==> config.mk <==
export PLATFORM = sky130hd
export DESIGN_NAME = debug_cmd_bridge
export DESIGN_NICKNAME = d
export VERILOG_FILES = /design/src/rtl/debug_pkg.sv /design/src/rtl/debug_cmd_bridge_sync_fifo.sv /design/src/rtl/debug_cmd_bridge.sv
export SDC_FILE = /design/constraint.sdc
export NUM_CORES = 1
export LEC_CHECK = 0
export BUFFER_PORTS_ARGS = -buffer_cell sky130_fd_sc_hd__buf_2
export CAP_MARGIN = 20
export CELL_PAD_IN_SITES_DETAIL_PLACEMENT = 0
export CELL_PAD_IN_SITES_GLOBAL_PLACEMENT = 1
export CORE_MARGIN = 1
export CORE_UTILIZATION = 46
export DETAILED_ROUTE_END_ITERATION = 12
export GPL_ROUTABILITY_DRIVEN = 0
export MAX_ROUTING_LAYER = met4
export PLACE_DENSITY_LB_ADDON = 0.1
export SYNTH_ARGS = -nofsm -noshare
export SYNTH_HDL_FRONTEND = slang
export SYNTH_SLANG_ARGS = --single-unit
==> constraint.sdc <==
create_clock -name clk -period 3.4 [get_ports clk]
set_clock_uncertainty 0.05 [all_clocks]
set_input_delay 0.17 -clock clk [delete_from_list [all_inputs] [get_ports clk]]
set_output_delay 0.17 -clock clk [all_outputs]
set_load 0.1 [all_outputs]
==> src/rtl/debug_pkg.sv <==
// Shared definitions for the debug command bridge: one-hot FSM encoding
// and default widths/addresses used by the bridge and its command queue.
package debug_pkg;

    localparam int DBG_ADDR_W   = 2;
    localparam int DBG_DATA_W   = 32;
    localparam int DEF_CMD_ADDR = 0;
    localparam int ST_W         = 5;

    typedef enum logic [ST_W-1:0] {
        S_IDLE    = 5'b00001,
        S_SETUP   = 5'b00010,
        S_READ    = 5'b00100,
        S_ISSUE   = 5'b01000,
        S_RESPOND = 5'b10000
    } state_e;

    typedef struct packed {
        logic                  rnw;
        logic [DBG_ADDR_W-1:0] addr;
        logic [DBG_DATA_W-1:0] data;
    } dbg_cmd_t;

endpackage

==> src/rtl/debug_cmd_bridge_sync_fifo.sv <==
// Synchronous FIFO with registered occupancy count; no bypass path,
// so data pushed in a cycle is visible at the head the next cycle.
module sync_fifo #(
    parameter int WIDTH = 8,
    parameter int DEPTH = 4
) (
    input  logic                     clk,
    input  logic                     rst,
    input  logic                     push,
    input  logic                     pop,
    input  logic [WIDTH-1:0]         wdata,
    output logic [WIDTH-1:0]         rdata,
    output logic                     full,
    output logic                     empty,
    output logic [$clog2(DEPTH):0]   count
);
    localparam int AW = $clog2(DEPTH);

    logic [WIDTH-1:0] mem_q [DEPTH];
    logic [AW-1:0]    wptr_q, wptr_d;
    logic [AW-1:0]    rptr_q, rptr_d;
    logic [AW:0]      count_q, count_d;
    logic             do_push, do_pop;

    assign full  = (count_q == (AW+1)'(DEPTH));
    assign empty = (count_q == '0);
    assign count = count_q;
    assign rdata = mem_q[rptr_q];

    always_comb begin
        do_push = push && !full;
        do_pop  = pop && !empty;
        wptr_d  = wptr_q;
        rptr_d  = rptr_q;
        if (do_push) wptr_d = wptr_q + AW'(1);
        if (do_pop)  rptr_d = rptr_q + AW'(1);
        count_d = count_q + (AW+1)'(do_push) - (AW+1)'(do_pop);
    end

    always_ff @(posedge clk) begin
        if (rst) begin
            wptr_q  <= '0;
            rptr_q  <= '0;
            count_q <= '0;
        end else begin
            wptr_q  <= wptr_d;
            rptr_q  <= rptr_d;
            count_q <= count_d;
        end
    end

    always_ff @(posedge clk) begin
        if (do_push) mem_q[wptr_q] <= wdata;
    end

endmodule

==> src/rtl/debug_cmd_bridge.sv <==
// Host-stream to CPU debug port bridge with in-order command queue.
// Define DEBUG_CMD_BRIDGE_TIMEOUT_EN to abort unacked ISSUE with rsp_err.
module debug_cmd_bridge
    import debug_pkg::*;
#(
    parameter int ADDR_WIDTH     = DBG_ADDR_W,
    parameter int DATA_WIDTH     = DBG_DATA_W,
    parameter int CMD_DEPTH      = 4,
    parameter int CMD_ADDR       = DEF_CMD_ADDR,
    parameter int TIMEOUT_CYCLES = 1023
) (
    input  logic                  clk,
    input  logic                  rst,
    input  logic                  cmd_valid,
    output logic                  cmd_ready,
    input  logic                  cmd_rnw,
    input  logic [ADDR_WIDTH-1:0] cmd_addr,
    input  logic [DATA_WIDTH-1:0] cmd_data,
    output logic                  rsp_valid,
    input  logic                  rsp_ready,
    output logic [DATA_WIDTH-1:0] rsp_data,
    output logic                  rsp_err,
    output logic [ADDR_WIDTH-1:0] dbg_addr,
    output logic [DATA_WIDTH-1:0] dbg_write_data,
    input  logic [DATA_WIDTH-1:0] dbg_read_data,
    output logic                  dbg_wr_en,
    output logic                  dbg_req,
    input  logic                  dbg_ack,
    output logic                  busy
);
    typedef struct packed {
        logic                  rnw;
        logic [ADDR_WIDTH-1:0] addr;
        logic [DATA_WIDTH-1:0] data;
    } cmd_t;

    localparam int CW = $bits(cmd_t);

    state_e          state_q, state_d;
    cmd_t            cmd_q, cmd_d;
    cmd_t            push_cmd, head_cmd;
    logic [DATA_WIDTH-1:0] rsp_data_q, rsp_data_d;
    logic            busy_q, busy_d;
    logic            fifo_pop, fifo_full, fifo_empty;
    logic [CW-1:0]   fifo_rdata;
    logic [$clog2(CMD_DEPTH):0] fifo_count;

    assign push_cmd       = {cmd_rnw, cmd_addr, cmd_data};
    assign head_cmd       = fifo_rdata;
    assign cmd_ready      = !fifo_full;
    assign dbg_addr       = cmd_q.addr;
    assign dbg_write_data = cmd_q.data;
    assign rsp_data       = rsp_data_q;
    assign busy           = busy_q;

    sync_fifo #(
        .WIDTH (CW),
        .DEPTH (CMD_DEPTH)
    ) u_cmd_fifo (
        .clk   (clk),
        .rst   (rst),
        .push  (cmd_valid && cmd_ready),
        .pop   (fifo_pop),
        .wdata (push_cmd),
        .rdata (fifo_rdata),
        .full  (fifo_full),
        .empty (fifo_empty),
        .count (fifo_count)
    );

`ifdef DEBUG_CMD_BRIDGE_TIMEOUT_EN
    localparam int TW = $clog2(TIMEOUT_CYCLES + 1);
    logic [TW-1:0] tmo_q, tmo_d;
    logic          rsp_err_q, rsp_err_d;
    logic          tmo_hit;

    assign tmo_hit = (tmo_q == TW'(TIMEOUT_CYCLES));
    assign rsp_err = rsp_err_q;
`else
    assign rsp_err = 1'b0;
`endif

    always_comb begin
        state_d    = state_q;
        cmd_d      = cmd_q;
        rsp_data_d = rsp_data_q;
        fifo_pop   = 1'b0;
        dbg_wr_en  = 1'b0;
        dbg_req    = 1'b0;
        rsp_valid  = 1'b0;
`ifdef DEBUG_CMD_BRIDGE_TIMEOUT_EN
        tmo_d      = tmo_q;
        rsp_err_d  = rsp_err_q;
`endif
        unique case (state_q)
            S_IDLE: begin
                if (!fifo_empty) begin
                    fifo_pop = 1'b1;
                    cmd_d    = head_cmd;
                    state_d  = S_SETUP;
                end
            end
            S_SETUP: begin
                dbg_wr_en = !cmd_q.rnw;
                if (cmd_q.rnw) begin
                    state_d = S_READ;
                end else if (cmd_q.addr == ADDR_WIDTH'(CMD_ADDR)) begin
                    state_d = S_ISSUE;
`ifdef DEBUG_CMD_BRIDGE_TIMEOUT_EN
                    tmo_d   = '0;
`endif
                end else begin
                    state_d = S_IDLE;
                end
            end
            S_READ: begin
                rsp_data_d = dbg_read_data;
`ifdef DEBUG_CMD_BRIDGE_TIMEOUT_EN
                rsp_err_d  = 1'b0;
`endif
                state_d    = S_RESPOND;
            end
            S_ISSUE: begin
`ifdef DEBUG_CMD_BRIDGE_TIMEOUT_EN
                // ack on the timeout cycle still counts as success
                dbg_req = !dbg_ack && !tmo_hit;
                if (dbg_ack) begin
                    rsp_data_d = '0;
                    rsp_err_d  = 1'b0;
                    state_d    = S_RESPOND;
                end else if (tmo_hit) begin
                    rsp_data_d = '0;
                    rsp_err_d  = 1'b1;
                    state_d    = S_RESPOND;
                end else begin
                    tmo_d = tmo_q + TW'(1);
                end
`else
                dbg_req = !dbg_ack;
                if (dbg_ack) begin
                    rsp_data_d = '0;
                    state_d    = S_RESPOND;
                end
`endif
            end
            S_RESPOND: begin
                rsp_valid = 1'b1;
                if (rsp_ready) state_d = S_IDLE;
            end
            default: state_d = S_IDLE;
        endcase
        busy_d = !fifo_empty || (state_q != S_IDLE);
    end

    always_ff @(posedge clk) begin
        if (rst) begin
            state_q    <= S_IDLE;
            cmd_q      <= '0;
            rsp_data_q <= '0;
            busy_q     <= 1'b0;
`ifdef DEBUG_CMD_BRIDGE_TIMEOUT_EN
            tmo_q      <= '0;
            rsp_err_q  <= 1'b0;
`endif
        end else begin
            state_q    <= state_d;
            cmd_q      <= cmd_d;
            rsp_data_q <= rsp_data_d;
            busy_q     <= busy_d;
`ifdef DEBUG_CMD_BRIDGE_TIMEOUT_EN
            tmo_q      <= tmo_d;
            rsp_err_q  <= rsp_err_d;
`endif
        end
    end

endmodule

### Word-level counts from Yosys, hierarchy flattened

Memory sizes are Yosys's and may differ from the RTL's. A register that Yosys moved wholly into a read port is not among the register bits.
Index checks and enable logic that the tools add are counted.

| operators by class | value |
|---|---|
| add/subtract/negate cells | 4 |
| equal/unequal tests | 10 |
| mux-type cells | 15 |
| bitwise gates (word level) | 1 |
| reductions and logical operators | 14 |

Operator list:

| cell | number |
|---|---|
| 32-bit one-hot mux with 2 select lines | 1 |
| 32-bit two-way mux | 1 |
| 5-bit one-hot mux with 5 select lines | 1 |
| 5-bit two-way mux | 3 |
| 4-bit two-way mux | 2 |
| 1-bit two-way mux | 7 |
| 2-bit != test (second input constant) | 3 |
| 5-bit by 1-bit == test with 1-bit output (second input constant) | 1 |
| 5-bit by 2-bit == test with 1-bit output (second input constant) | 1 |
| 5-bit by 3-bit == test with 1-bit output (second input constant) | 1 |
| 5-bit by 4-bit == test with 1-bit output (second input constant) | 1 |
| 5-bit == test (second input constant) | 1 |
| 5-bit by 1-bit != test with 1-bit output (second input constant) | 1 |
| 2-bit by 1-bit adder with 2-bit output (second input constant) | 2 |
| 1-bit zero test | 4 |
| 2-bit AND reduction | 2 |
| 3-bit by 1-bit adder with 3-bit output | 1 |
| 3-bit == test (second input constant) | 1 |
| 1-bit logical AND | 3 |
| 3-bit zero test | 1 |
| 3-bit AND reduction | 1 |
| 3-bit by 1-bit subtractor with 3-bit output | 1 |
| 2-bit zero test | 1 |
| 2-bit nonzero test | 1 |
| 2 further kinds | 2 |

| word-level totals | value |
|---|---|
| register bits | 45 |
| memory bits (writable) | 140 |
| bits of input ports | 72 |
| output and inout bits | 72 |
| word-level logic and storage cells | 51 |
| memories kept | 1 |

Memory list:

| memory | depth | width | read ports | clocked after memory_dff | wr ports | RTL line | source |
|---|---|---|---|---|---|---|---|
| u_cmd_fifo.mem_q | 4 | 35 | 1 | 1 | 1 | debug_cmd_bridge_sync_fifo.sv:19 | `logic [WIDTH-1:0] mem_q [DEPTH];` |

### Longest topological paths before layout

Gate-level depths: netlist (run 1).

| logic depth | value |
|---|---|
| depth after elaboration | 6 |
| gate-level depth with buffers | 12 |
| depth with buffers taken out | 11 |

### By module

From an unflattened synthesis (run 1), not the netlist that was laid out.

| second synthesis, totals | value |
|---|---|
| cells, all modules | 577 |
| area total of the unflattened synthesis | 8,602.0 sq um |

By module, submodules not included:

| module | times used | cells each | area each (sq um) | sequential area each (sq um) |
|---|---|---|---|---|
| sync_fifo | 1 | 234 | 5,586.6 | 4,384.2 |
| debug_cmd_bridge | 1 | 343 | 3,015.4 | 1,461.4 |

### Least setup slack after synthesis (run 1)

OpenSTA, ideal clock, no wires.

| timing path | value |
|---|---|
| path kind | register to register |
| start point | register state_q[2] |
| end point | register u_cmd_fifo.count_q[2] (netlist: u_cmd_fifo.count[2]) |
| library setup time | 0.128 ns |
| arrival time | 2.538 ns |
| required time | 3.222 ns |
| path slack | 0.684 ns |
| cell stages (with the launch flop) | 13 |
| path through | dfxtp_1 > or3_1 > or3_1 > clkinv_2 > buf_4 > ha_1 > inv_1 > ha_1 > inv_1 > fa_1 > xor2_1 > xnor2_1 > nor2_1 |

| between the ends | value |
|---|---|
| cells in the longest elaborated chain, start to end | 4 |

Ends and longest elaborated chain:

| item | RTL line | source |
|---|---|---|
| start, declared | debug_cmd_bridge.sv:39 | `state_e state_q, state_d;` |
| start signal, assigned | debug_cmd_bridge.sv:166 | `state_q <= state_d;` |
| 5-bit by 1-bit == test with 1-bit output | debug_cmd_bridge.sv:95 | `unique case (state_q)` |
| 1-bit two-way mux | debug_cmd_bridge.sv:95 |  |
| net fifo_pop | debug_cmd_bridge.sv:44 | `logic fifo_pop, fifo_full, fifo_empty;` |
| 1-bit logical AND | debug_cmd_bridge_sync_fifo.sv:32 | `do_pop = pop && !empty;` |
| 3-bit by 1-bit subtractor with 3-bit output | debug_cmd_bridge_sync_fifo.sv:37 | `count_d = count_q + (AW+1)'(do_push) - (AW+1)'(do_pop);` |
| end signal, assigned | debug_cmd_bridge_sync_fifo.sv:48 | `count_q <= count_d;` |
| end, declared | debug_cmd_bridge_sync_fifo.sv:22 | `logic [AW:0] count_q, count_d;` |

The timed path passes the listed nets, and every way through them passes these cells.
A chain may end at the register's enable or synchronous reset.

### Final worst setup path (run 1)

| timing path | value |
|---|---|
| start point | register state_q[2] |
| end point | register u_cmd_fifo.count_q[2] (netlist: u_cmd_fifo.count[2]) |

| between the ends | value |
|---|---|
| cells in the longest elaborated chain, start to end | 4 |

Ends and longest elaborated chain:

| item | RTL line |
|---|---|
| 5-bit by 1-bit == test with 1-bit output | debug_cmd_bridge.sv:95 |
| 1-bit two-way mux | debug_cmd_bridge.sv:95 |
| 1-bit logical AND | debug_cmd_bridge_sync_fifo.sv:32 |
| 3-bit by 1-bit subtractor with 3-bit output | debug_cmd_bridge_sync_fifo.sv:37 |

No other way between the ends.

==> out/results.tsv, run 1 <==
stage	metric	value	unit
cts	cts.root.buffer_cell	clkbuf_16	
cts	cts_max_level	1	
yosys	syn_avg_cell_area	15.56	µm²
timing	post-route-min-period	2724	ps
global_route	grt_max_degree	49	
floorplanning	core_area	0.01730	mm²
yosys	synthArstFlopShare	0	
timing	setup_viol	0	
critical_path	r2r_start	state_q[2]$_SDFFE_PP0P_	
power_and_ir_drop	power.internal	5.595	mW
power_and_ir_drop	p_leak	3.969	nW
floorplanning	die_w	135.1	µm
cts	clock_path_buffers	3	
cts	holdBufCountCts	68	
yosys	netlist_instances	524	
run_status	outcome	finished clean	
routing	drc	0	
min_path	hp-class	in -> reg	
power_and_ir_drop	power.share.switching	0.3776	
global_route	overflow	0	
yosys	syn_nets	603	
cts	numClockSinks	220	
routing	vias_per_cell	5.031	
yosys	ys_seq_elements	220	
finish	final_nets	789	
routing	routed_wl	16.70	mm
yosys	synth_flop_cell	edfxtp_1	
critical_path	cp_top_family	simple AND/OR/NAND/NOR gates	
floorplanning	ioPinCount	144	
yosys	ys_seq_area_frac	0.7122	
cts	cts_tree	done	
finish	post-route-util	0.5990	
power_and_ir_drop	p_seq_frac	0.396	
global_route	antenna_found_initial	0	
power_and_ir_drop	p_per_area	867.6	mW/mm²
min_path	whs_path_depth	4	
yosys	yosys_warnings	0	
min_path	min_to	u_cmd_fifo.wptr_q[0]$_SDFFE_PP0N_	
critical_path	slowest_stage	or3_2	
timing	rsz0062_at_grt	no	
floorplanning	dieArea	0.01826	mm²
yosys	netlist_top_cells_area	edfxtp_1 52%, dfxtp_1 20%, mux4_2 9.7%, buf_4 3.5%, a22o_1 3.4%	
critical_path	ff2ff_path_depth	11	
finish	mostFrequentLayoutCell	buf_2	
critical_path	path_class	reg -> reg	
routing	drt_iter0_drc	223	
timing	min_period_over_period	0.8011	
cts	numCtsBuffers	24	
floorplanning	initial_utilization	0.4713	
power_and_ir_drop	comb_power_share	0.316	
timing	setup_tns	0	ps
power_and_ir_drop	pwr-share-clk	0.288	
power_and_ir_drop	ir_worst_vdd	0.6286	mV
critical_path	critPathMaxFanout	7	
critical_path	critPathBufInv	3	
yosys	synth_top_area_share	0.5157	
min_path	min_from	cmd_valid	
cts	clkLatencyLatePin	510	ps
routing	wl_per_cell	17.52	µm
finish	final_cell_mix	142 x buf_2, 140 x edfxtp_1, 78 x dfxtp_1	
finish	antenna_cells	0	
timing	fmax	367.1	MHz
yosys	synth_cell_types	38	
global_route	grt_pass1_vias	4926	
critical_path	r2r_end	u_cmd_fifo.count[2]$_SDFF_PP0_	
power_and_ir_drop	power_switching	3.394	mW
routing	vias	4795	
cts	postCtsSetupBuffers	0	
critical_path	arrival	3030	ps
finish	syn_to_final_growth	27.09	%
timing	worst_pin_slew	1060	ps
critical_path	cpPeakStageDelay	490	ps
routing	drt_pass1_iterations	4	
timing	max-slew-margin-rel	0.2933	
critical_path	critical_path_depth	11	
yosys	synth_area_leader_cell	edfxtp_1	
flow_run	cap_violations	0	
critical_path	r2r_slack	680	ps
routing	postRouteAntennaNets	0	
finish	drive_above_1_share	0.3242	
yosys	synth_edf_count	140	
floorplanning	chipHeight	135.1	µm
critical_path	required	3710	ps
critical_path	critPathCaptureType	flip-flop	
global_route	grt_pass1_wl	26.08	mm
critical_path	cp-start-kind	flip-flop	
timing	fin_ws	676.1	ps
floorplanning	rows	48	
cts	post_cts_resized	0	
global_route	track_usage	0.1916	
yosys	synthesis.area	0.008152	mm²
critical_path	path_cells	or3_1 > or3_2 > clkinv_2 > ha_1 > inv_1 > ha_1 > inv_1 > fa_1 > xor2_1 > xnor2_1 > nor2_1	
cts	clk_pin_slew	60	ps
placed_design	numPortBuffers	142	
placed_design	hpwl	9.513	mm
placed_design	dpl_worst_slack	692.5	ps
timing	maxSlewViolCount	0	
timing	hold_viol_final	0	
-- per-layer routing --
layer	wire (µm)	GRT usage
met1	7318	0.2435
met2	8126	0.3179
met3	940	0.03491
met4	313	0.04869
met5	0	-
-- synth_stat cells, types with 3 or more instances --
master,number
xnor2_1,3
edfxtp_1,140
buf_2,8
mux4_2,35
buf_4,38
a22o_1,32
ha_1,6
dfxtp_1,80
and2_1,4
a21oi_1,38
nor2_1,17
inv_1,8
nand2_1,71
clkbuf_1,14
or3_1,3
-- cell type report --
class	instances	area, µm²
Clock inverter	10	110.1
Inverter	9	35.03
Fill cell	1364	6937
Tap cell	225	281.5
Sequential cell	220	5811
Timing Repair Buffer	222	1489
Clock buffer	34	699.4
Multi-Input combinational cell	233	1934
-- logic make-up (layout without fill, tap and decap cells) --
logic type	count (synthesis)	count (layout)	synth area share
xor+xnor	4	4	0.004299
fa+ha+maj	7	7	0.01167
compound gates	79	79	0.06662
other cells	1	1	0.0004600
simple gates	106	106	0.05526
buf+inv	71	275	0.05157
mux	36	36	0.09793
flops	220	220	0.7122
-- worst reg2reg max path: cells and delay by family, from the launching register on --
kind | cells | cell delay [ps]
fa+ha+maj | 3 | 730
flops | 1 | 350
buf+inv | 3 | 180
xor+xnor | 2 | 330
simple gates | 3 | 970
-- power groups by stage --
stage | logic [mW] | clock network, mW | registers, mW
floorplan | 2.59 | 0 | 3.48
global placement | 2.79 | 0 | 3.61
detailed placement | 2.81 | 0 | 3.63
CTS | 2.88 | 2.64 | 3.58
global route | 3.04 | 2.74 | 3.62
finish | 2.84 | 2.59 | 3.56
-- flip-flops by register name (all words and copies together), names as in the netlist --
name               flops
u_cmd_fifo.wptr_q      2
state_q                5
busy                   1
u_cmd_fifo.rptr_q      2
cmd_q                  1
dbg_write_data        32
dbg_addr               2
u_cmd_fifo.count       3
rsp_data              32
u_cmd_fifo.mem_q     140
-- per-stage QoR --
stage	hold slack [ps]	total power [mW]	cells	area [µm²]
final	150.4	8.989	953	10360
after global placement	330.0	6.393	840	8855
after CTS	133.5	9.102	952	10340
after floorplan	212.9	6.068	524	8152
after global routing	162.0	9.401	953	10360
after detailed placement	333.0	6.440	840	8855
-- worst max path at each step --
stage | startpoint | end | slack [ps]
floorplan | state_q[2]$_SDFFE_PP0P_ | u_cmd_fifo.count[2]$_SDFF_PP0_ | 680
global placement | state_q[2]$_SDFFE_PP0P_ | u_cmd_fifo.count[2]$_SDFF_PP0_ | 730
detailed placement | state_q[2]$_SDFFE_PP0P_ | u_cmd_fifo.count[2]$_SDFF_PP0_ | 690
CTS | state_q[2]$_SDFFE_PP0P_ | u_cmd_fifo.count[2]$_SDFF_PP0_ | 670
global route | state_q[2]$_SDFFE_PP0P_ | u_cmd_fifo.count[2]$_SDFF_PP0_ | 510
finish | state_q[2]$_SDFFE_PP0P_ | u_cmd_fifo.count[2]$_SDFF_PP0_ | 680
Note: power is estimated with default switching activity, not from simulation.
==> run 2: changes to the inputs <==
- clock period: 3.4 -> 2.86 ns (I/O delays scaled with it)
==> out/results.tsv, run 2 (synthesis results as in run 1) <==
stage	metric	value	unit	change
run_status	outcome	finished clean		
routing	wl_per_cell	16.75	µm	-4.4%
global_route	met2_usage	0.3057		-0.01225
global_route	use_met1	0.2313		-0.01221
power_and_ir_drop	pwr-share-clk	0.278		-0.010
finish	drive_above_1_share	0.3228		-0.001374
critical_path	r2r_start	state_q[2]$_SDFFE_PP0P_		
power_and_ir_drop	power_switching	4.001	mW	+18%
routing	drt_pass1_iterations	4		unchanged
global_route	overflow	0		unchanged
cts	clk_pin_slew	60	ps	about the same
cts	cts.root.buffer_cell	clkbuf_16		
global_route	grt_pass1_vias	4805		-2.5%
finish	final_cell_mix	142 x buf_2, 140 x edfxtp_1, 78 x dfxtp_1		
finish	fin_area	0.01037	mm²	about the same
routing	postRouteAntennaNets	0		unchanged
cts	cts_tree	done		
critical_path	required	3170	ps	-540 ps
finish	antenna_cells	0		unchanged
cts	cts_max_level	1		unchanged
cts	clkLatencyLatePin	520	ps	about the same
min_path	min_from	rst		
placed_design	hpwl	9.174	mm	-3.6%
cts	numCtsBuffers	24		unchanged
timing	setup_viol	0		unchanged
global_route	grt.met3_usage	0.03266		-0.002252
global_route	grt_max_degree	49		unchanged
timing	post-route-min-period	2698	ps	-26.38 ps
critical_path	cp-start-kind	flip-flop		
critical_path	ff2ff_path_depth	11		unchanged
finish	mostFrequentLayoutCell	buf_2		
critical_path	r2r_end	u_cmd_fifo.count[2]$_SDFF_PP0_		
power_and_ir_drop	comb_power_share	0.323		+0.007
timing	maxSlewViolCount	0		unchanged
floorplanning	ioPinCount	144		unchanged
routing	routed_wl	15.97	mm	-4.4%
cts	postCtsSetupBuffers	0		unchanged
power_and_ir_drop	power.internal	6.530	mW	+17%
critical_path	r2r_slack	160	ps	-510 ps
timing	min_period_over_period	0.9432		+0.1420
min_path	whs_path_depth	3		-1
global_route	grt_pass1_wl	24.95	mm	-4.3%
placed_design	numPortBuffers	142		unchanged
routing	drc	0		unchanged
finish	regMostFlops	u_cmd_fifo.mem_q		
finish	syn_to_final_growth	27.17	%	about the same
timing	worst_pin_slew	777.1	ps	-283.0 ps
floorplanning	core_area	0.01730	mm²	unchanged
critical_path	critPathCaptureType	flip-flop		
floorplanning	dieArea	0.01826	mm²	unchanged
critical_path	arrival	3010	ps	-20 ps
timing	max-slew-margin-rel	0.4819		+0.1886
global_route	busiest_layer	met2		
flow_run	cap_violations	0		unchanged
power_and_ir_drop	ir_worst_vdd	0.8519	mV	+36%
power_and_ir_drop	p_seq_frac	0.399		+0.003
power_and_ir_drop	p_per_area	1016	mW/mm²	+17%
global_route	antenna_found_initial	0		unchanged
critical_path	path_class	reg -> reg		
min_path	hp-class	in -> reg		
routing	vias	4796		+0.021%
min_path	min_to	rsp_data[4]$_SDFFE_PP0P_		
routing	vias_per_cell	5.033		about the same
critical_path	critPathMaxFanout	7		unchanged
floorplanning	rows	48		unchanged
timing	rsz0062_at_grt	no		
floorplanning	chipHeight	135.1	µm	unchanged
placed_design	placed_area	0.008920	mm²	+0.73%
floorplanning	die_w	135.1	µm	unchanged
timing	fmax	370.7	MHz	+0.98%
floorplanning	initial_utilization	0.4713		unchanged
power_and_ir_drop	p_leak	3.960	nW	-0.23%
cts	numClockSinks	220		unchanged
routing	drt_iter0_drc	167		-25%
timing	setup_tns	0	ps	unchanged
cts	clock_path_buffers	3		unchanged
finish	final_nets	789		unchanged
finish	largest_register_ffs	140		unchanged
power_and_ir_drop	power.share.switching	0.3799		+0.002353
global_route	track_usage	0.1832		-0.008420
timing	hold_viol_final	0		unchanged
## run 2: cell types whose count changed in the layout (fill, tap and decap cells not counted), sizes merged
cell    change
clkbuf      -4
clkinv      +4
## run 2: per-stage QoR
step / power, mW / cells / setup slack [ps] / hold WS [ps] / utilization
global route: 11.02 / 953 / 3.142 / 101.3 / 0.5993
finish: 10.53 / 953 / 162.5 / 96.78 / 0.5993
detailed placement: 7.659 / 841 / 159.7 / 305.6 / 0.5157
global placement: 7.608 / 840 / 198.1 / 301.9 / 0.5141
floorplan: 7.213 / 524 / 144.4 / 185.9 / -
CTS: 10.67 / 953 / 139.6 / 87.90 / 0.5990
## run 2: layout make-up
type                       count  area [µm²]
fill                        1331        6930
sequential                   220        5811
multi-input combinational    233        1939
timing repair buffer         222        1539
clock buffer                  30       633.1
tap                          225       281.5
clock inverter                14       127.6
inverter                       9       35.03
## run 2: worst max-delay path, cell delays in order (launching register included)
cell and delay (ps):
dfxtp_1 360, or3_4 410, or3_2 480, clkinv_2 70, ha_1 220, inv_1 60
ha_1 140, inv_1 50, fa_1 370, xor2_1 180, xnor2_1 130, nor2_1 50
## run 2: repair_timing
action | 4_1_cts | 5_1_grt
hold buffers | 68 | 0
resized for setup | 0 | 1
endpoints found under the setup margin | 0 | 1
endpoints found under the hold margin | 174 | 0
## run 2: per-layer routing
metal | part of all wire | vias to the layer above
met5 | 0 | -
met4 | 0.020 | 0
met3 | 0.059 | 27
met2 | 0.49 | 141
met1 | 0.44 | 2335
li1 | - | 2293
## run 2: how the worst max path moves through the flow
| stage | startpoint | end | slack [ps] | depth (start not counted) |
|---|---|---|---|---|
| global placement | state_q[2]$_SDFFE_PP0P_ | u_cmd_fifo.count[2]$_SDFF_PP0_ | 200 | 11 |
| finish | state_q[2]$_SDFFE_PP0P_ | u_cmd_fifo.count[2]$_SDFF_PP0_ | 160 | 11 |
| detailed placement | state_q[2]$_SDFFE_PP0P_ | u_cmd_fifo.count[2]$_SDFF_PP0_ | 160 | 11 |
| global route | state_q[2]$_SDFFE_PP0P_ | u_cmd_fifo.count[2]$_SDFF_PP0_ | 3 | 11 |
| floorplan | state_q[2]$_SDFFE_PP0P_ | u_cmd_fifo.count[2]$_SDFF_PP0_ | 140 | 12 |
| CTS | state_q[2]$_SDFFE_PP0P_ | u_cmd_fifo.count[2]$_SDFF_PP0_ | 140 | 11 |
## run 2: power groups by stage
stage / logic [mW] / registers [mW] / clock network [mW]
6_report: 3.41 / 4.20 / 2.92
5_1_grt: 3.63 / 4.27 / 3.12
4_1_cts: 3.45 / 4.22 / 3.00
3_5_place_dp: 3.37 / 4.29 / 0
3_3_place_gp: 3.34 / 4.27 / 0
2_1_floorplan: 3.08 / 4.13 / 0
